**src/rtl/amo_sequencer.sv**
```systemverilog
// RV32A atomic sequencer: LR.W, SC.W and AMO read-modify-write over the data-memory port.
// Owns the single LR/SC reservation and stalls the core while a memory sequence is in flight.
module amo_sequencer #(
   parameter int unsigned ADDR_W = 32,
   parameter int unsigned DATA_W = 32
) (
   input  logic              clk,
   input  logic              rst_n,
   input  logic              start,
   input  logic [4:0]        funct5,
   input  logic [ADDR_W-1:0] addr,
   input  logic [DATA_W-1:0] rs2_data,
   output logic              stall,
   output logic              mem_req,
   output logic              mem_we,
   output logic [ADDR_W-1:0] mem_addr,
   output logic [DATA_W-1:0] mem_wdata,
   input  logic [DATA_W-1:0] mem_rdata,
   input  logic              mem_ready,
   input  logic              ext_wr_valid,
   input  logic [ADDR_W-1:0] ext_wr_addr,
   output logic              rd_we,
   output logic [DATA_W-1:0] rd_data,
   output logic              reserved_flag,
   output logic              misalign
);

   localparam int unsigned WORD_W = ADDR_W - 2;

   localparam logic [4:0] F_ADD  = 5'b00000;
   localparam logic [4:0] F_LR   = 5'b00010;
   localparam logic [4:0] F_SC   = 5'b00011;
   localparam logic [4:0] F_XOR  = 5'b00100;
   localparam logic [4:0] F_OR   = 5'b01000;
   localparam logic [4:0] F_AND  = 5'b01100;
   localparam logic [4:0] F_MIN  = 5'b10000;
   localparam logic [4:0] F_MAX  = 5'b10100;
   localparam logic [4:0] F_MINU = 5'b11000;
   localparam logic [4:0] F_MAXU = 5'b11100;

   typedef enum logic [1:0] {S_IDLE, S_RD, S_WR, S_DONE} state_e;

   state_e              state_q, state_d;
   logic [4:0]          funct5_q, funct5_d;
   logic [DATA_W-1:0]   rs2_q, rs2_d;
   logic [ADDR_W-1:0]   mem_addr_q, mem_addr_d;
   logic [DATA_W-1:0]   mem_wdata_q, mem_wdata_d;
   logic                mem_req_q, mem_req_d;
   logic                mem_we_q, mem_we_d;
   logic                rd_we_q, rd_we_d;
   logic [DATA_W-1:0]   rd_data_q, rd_data_d;
   logic                misalign_q, misalign_d;
   logic                res_valid_q, res_valid_d;
   logic [WORD_W-1:0]   res_addr_q, res_addr_d;

   logic [WORD_W-1:0]   addr_word;
   logic [WORD_W-1:0]   cur_word;
   logic                unused_ext_lo;

   assign addr_word     = addr[ADDR_W-1:2];
   assign cur_word      = mem_addr_q[ADDR_W-1:2];
   assign unused_ext_lo = ^ext_wr_addr[1:0];

   // Read-modify-write result; anything not listed behaves as SWAP.
   function automatic logic [DATA_W-1:0] amo_calc(input logic [4:0]        op,
                                                  input logic [DATA_W-1:0] old,
                                                  input logic [DATA_W-1:0] src);
      logic [DATA_W-1:0] res;
      res = src;
      case (op)
         F_ADD:   res = old + src;
         F_XOR:   res = old ^ src;
         F_AND:   res = old & src;
         F_OR:    res = old | src;
         F_MIN:   res = ($signed(old) < $signed(src)) ? old : src;
         F_MAX:   res = ($signed(old) > $signed(src)) ? old : src;
         F_MINU:  res = (old < src) ? old : src;
         F_MAXU:  res = (old > src) ? old : src;
         default: res = src;
      endcase
      return res;
   endfunction

   always_ff @(posedge clk or negedge rst_n) begin
      if (!rst_n) begin
         state_q     <= S_IDLE;
         funct5_q    <= 5'b0;
         rs2_q       <= '0;
         mem_addr_q  <= '0;
         mem_wdata_q <= '0;
         mem_req_q   <= 1'b0;
         mem_we_q    <= 1'b0;
         rd_we_q     <= 1'b0;
         rd_data_q   <= '0;
         misalign_q  <= 1'b0;
         res_valid_q <= 1'b0;
         res_addr_q  <= '0;
      end else begin
         state_q     <= state_d;
         funct5_q    <= funct5_d;
         rs2_q       <= rs2_d;
         mem_addr_q  <= mem_addr_d;
         mem_wdata_q <= mem_wdata_d;
         mem_req_q   <= mem_req_d;
         mem_we_q    <= mem_we_d;
         rd_we_q     <= rd_we_d;
         rd_data_q   <= rd_data_d;
         misalign_q  <= misalign_d;
         res_valid_q <= res_valid_d;
         res_addr_q  <= res_addr_d;
      end
   end

   always_comb begin
      state_d     = state_q;
      funct5_d    = funct5_q;
      rs2_d       = rs2_q;
      mem_addr_d  = mem_addr_q;
      mem_wdata_d = mem_wdata_q;
      rd_data_d   = rd_data_q;
      misalign_d  = 1'b0;
      res_valid_d = res_valid_q;
      res_addr_d  = res_addr_q;

      // External write clear comes first so a same-cycle LR set overrides it.
      if (ext_wr_valid && (ext_wr_addr[ADDR_W-1:2] == res_addr_q)) begin
         res_valid_d = 1'b0;
      end

      case (state_q)
         S_IDLE: begin
            if (start) begin
               funct5_d   = funct5;
               rs2_d      = rs2_data;
               mem_addr_d = {addr_word, 2'b00};
               if (addr[1:0] != 2'b00) begin
                  misalign_d = 1'b1;
               end else if (funct5 == F_SC) begin
                  res_valid_d = 1'b0;
                  if (res_valid_q && (res_addr_q == addr_word)) begin
                     mem_wdata_d = rs2_data;
                     state_d     = S_WR;
                  end else begin
                     rd_data_d = DATA_W'(1);
                     state_d   = S_DONE;
                  end
               end else begin
                  state_d = S_RD;
               end
            end
         end
         S_RD: begin
            if (mem_ready) begin
               rd_data_d = mem_rdata;
               if (funct5_q == F_LR) begin
                  res_valid_d = 1'b1;
                  res_addr_d  = cur_word;
                  state_d     = S_DONE;
               end else begin
                  mem_wdata_d = amo_calc(funct5_q, mem_rdata, rs2_q);
                  state_d     = S_WR;
               end
            end
         end
         S_WR: begin
            if (mem_ready) begin
               if (funct5_q == F_SC) begin
                  rd_data_d = '0;
               end else if (cur_word == res_addr_q) begin
                  res_valid_d = 1'b0;
               end
               state_d = S_DONE;
            end
         end
         S_DONE: begin
            state_d = S_IDLE;
         end
         default: state_d = S_IDLE;
      endcase

      mem_req_d = (state_d == S_RD) || (state_d == S_WR);
      mem_we_d  = (state_d == S_WR);
      rd_we_d   = (state_d == S_DONE);
   end

   assign stall         = mem_req_q | ((state_q == S_IDLE) & start);
   assign mem_req       = mem_req_q;
   assign mem_we        = mem_we_q;
   assign mem_addr      = mem_addr_q;
   assign mem_wdata     = mem_wdata_q;
   assign rd_we         = rd_we_q;
   assign rd_data       = rd_data_q;
   assign reserved_flag = res_valid_q;
   assign misalign      = misalign_q;

endmodule
```
**config.mk**
```make
export PLATFORM = sky130hd
export DESIGN_NAME = amo_sequencer
export DESIGN_NICKNAME = d
export VERILOG_FILES = /design/src/rtl/amo_sequencer.sv
export SDC_FILE = /design/constraint.sdc
export NUM_CORES = 1
export LEC_CHECK = 0
export BUFFER_PORTS_ARGS = -buffer_cell sky130_fd_sc_hd__buf_4
export CORE_UTILIZATION = 25
export CTS_BUF_LIST = sky130_fd_sc_hd__clkbuf_8 sky130_fd_sc_hd__clkbuf_16
export DETAILED_ROUTE_END_ITERATION = 8
export PLACE_DENSITY = 0.52
export SLEW_MARGIN = 20
export SYNTH_ARGS = -nofsm -noshare
export SYNTH_HDL_FRONTEND = slang
export SYNTH_SLANG_ARGS = --single-unit
```
**constraint.sdc**
```tcl
create_clock -name clk -period 8 [get_ports clk]
set_input_delay 1.2 -clock clk [delete_from_list [all_inputs] [get_ports clk]]
set_output_delay 1.2 -clock clk [all_outputs]
set_load 0.02 [all_outputs]
```
==> impl_results.md <==
* FF-to-FF Start: rs2_q[29]
* Synth-to-layout area growth at 23.05%
* Crit end category: flop
* Ports at 240
* Leakage at 6.858 nW
* Count of different cell masters after synthesis at 83
* I/O Buffers at 235
* Max VDD drop at 205.9 uV
* Hold Crit Start: mem_wdata[25]
* Area contributors post-synth: dfrtp_1 (34%), ha_1 (9.9%), mux2_2 (5.9%)
* Final Critical Period at 4653 ps
* Cell area power density at 380.6 mW/mm2
* Routed len/inst at 19.66 um
* DRT Wirelength at 44210 um
* Achievable Freq at 0.2149 GHz
* Max clock buf depth at 2
* WP data required at 8380 ps
* Die width at 224.8 um
* Post-placement cell area at 0.01469 mm2
* Reg clk slew, reported paths at 70 ps
* Crit-path max FO at 13
* Final ANT Viol Nets at 0
* Final period utilization at 58.16%
* CTS tree: done
* Fin Hold WS at 486.4 ps
* RSZ-0062 raised after global routing: no
* CP Class: in2reg
* HPWL after detailed placement at 31860 um
* Slew Limit Headroom at 27.74%
* Dominant cell type by area after synthesis: dfrtp_1
* Total vias in the final route at 11.10k
* Initial antenna violation count at 1
* Row count at 81
* Residual DRC at 0
* Crit path from: mem_rdata[27]
* Cells after Synth at 1386
* Setup_tns at 0 ps
* Setup WS pre-CTS at 2857 ps
* Die Y at 224.8 um
* Status: finished, final reports clean
* NumNets Final at 1809
* Total CTS buffers at 17
* Async SR Flop Fraction at 100.0%
* Final WS setup at 3347 ps
* Final core occ at 31.18%
* Ys flop type: dfrtp_1
* Post-Syn Area at 0.01240 mm2
* Final hold vios at 0
* Fin. max-slew vios at 0
* Clock skew at 14.47 ps
* Root Buffer Master: clkbuf_16
* DRT iter0 DRCs at 655
* Final setup violation count at 0
* Sequential area share after synthesis at 33.89%
* Starting Density at 25.34%
* EDFF count, synth at 0
* Total power at 5.810 mW
* Core ar. at 0.04895 mm2
* Fillers at 5160
* Total grt overflow at 0
* Vias/cell at 4.936
* Worst Tran Pin Value at 1078 ps
* Synthesized area per cell at 8.950 um2
* Critical Path AT at 5030 ps
* Post-CTS Setup Inserts at 0
* Inst Count DP at 2216
* Hold-fix buffers, CTS at 0
* Crit start category: input pin
* CTS Sinks at 168
* Post-cts sizing count at 0
* YS warnings at 0
* Hold Path Class: reg2reg
* Ratio of cells with drive above 1 in the final layout at 24.37%
* Pin count of the biggest net entering global routing at 76
* Vias in the first global route at 11.10k
* Worst-skew pair later-pin latency at 490 ps
* GPL Wtd Cong at 0.8688
* GRT Util Overall at 17.72%
* First-pass GRT wire length at 67340 um
* Max_cap viols at 0
* Design Area, Final at 0.01526 mm2
* Synth top area share at 33.89%
* First-pass DRT Iterations at 5
* Die Area at 0.05051 mm2
* Finished Layout Cells at 2249
* H-tree depth at 4
* #FFs+latches synth at 168
## cells in the final DEF (no fill, tap or decap), types with 8 or more instances in the layout
cell type and instances:
a21o_1 19, a21oi_1 76, a221o_1 16, a221oi_1 21, a31oi_1 10, and3_1 8, buf_4 253, clkbuf_16 17
dfrtp_1 168, ha_1 98, inv_1 114, mux2_2 65, nand2_1 111, nand3_1 70, nand4_1 23, nor2_1 57
nor2b_1 10, nor3_1 14, nor4_1 15, o211ai_1 13, o21ai_0 127, o221ai_1 10, o22ai_1 10, xnor2_1 76
xor2_1 42
## logic make-up after synthesis
kind of cell,Yosys count,synth area share [%]
AOI/OAI and AO/OA,376,19.70
xor gates and xnor gates,118,8.332
adders and majority gates,99,10.05
buffers and inverters,202,7.484
DFF,168,33.89
muxes,69,6.264
other,1,0.03023
and+or+nand+nor,353,14.25
## cell usage after synthesis, types with 4 or more instances
cell	n
a21oi_1	77
mux2_2	65
a31oi_1	10
a21o_1	19
nor2_1	60
clkbuf_1	57
o211ai_1	13
o22ai_1	10
nand4_1	23
nor3_1	17
dfrtp_1	168
inv_1	112
o221ai_1	10
nand2_1	111
a31o_2	4
buf_2	5
ha_1	98
and3_1	8
buf_4	8
a22oi_1	5
a221o_1	16
o21bai_1	6
a211oi_1	6
buf_1	4
and2_1	7
nor4_1	15
xnor2_1	76
o21ai_0	127
o2111ai_1	5
xor2_1	42
a221oi_1	21
nand3_1	70
clkbuf_8	10
a211o_1	5
nand2b_1	4
buf_6	4
nor2b_1	10
## per-layer routing
metal	vias up	global-route usage (%)	part of all wire (%)
li1	5282	-	-
met1	5421	21.66	43
met2	347	29.53	48
met3	52	5.042	6.4
met4	0	6.386	2.6
met5	-	0	0
## worst paths after layout
check                                 to  cells after the start  slack, ps
setup / recovery           mem_wdata[30]                     14       3350
hold / removal             mem_wdata[25]                      2        490
setup reg to reg           mem_wdata[30]                     13       3800
hold reg to reg            mem_wdata[25]                      2        490
max in group asynchronous    rd_data[25]                      2       6170
min in group asynchronous   mem_wdata[8]                      1        590
## sequential cells by signal (all words and copies together) (netlist names)
register and count:
res_addr_q 30, reserved_flag 1, misalign 1, rs2_q 32, funct5_q 5, mem_req 1, state_q 2, mem_addr 30
mem_wdata 32, rd_data 32, rd_we 1, mem_we 1
## layout make-up
type / count / area (um2) / share of cell area, %
Multi-Input combinational cell: 1017 / 7321 / 47.96
Sequential cell: 168 / 4204 / 27.54
Timing Repair Buffer: 255 / 1938 / 12.70
Tap cell: 664 / 830.8 / 5.443
Clock buffer: 20 / 466.7 / 3.058
Inverter: 113 / 424.2 / 2.779
Clock inverter: 11 / 76.32 / 0.5000
Antenna cell: 1 / 2.502 / 0.01639
## worst max-delay path, stage by stage
cell	delay (ps)
buf_4	140
inv_1	60
ha_1	460
nor4_4	360
nand4_2	190
or4_4	560
nor3_4	250
nor2_2	80
nand3_1	200
and3_1	590
buf_4	380
a221oi_1	130
o311a_1	350
o31ai_1	70
## where the power goes
group | switching, mW | total (mW) | internal [mW]
Combinational | 2.03 | 3.41 | 1.38
Sequential | 0.386 | 1.59 | 1.21
Clock | 0.388 | 0.806 | 0.418
Power figures use the tool's default switching activity.
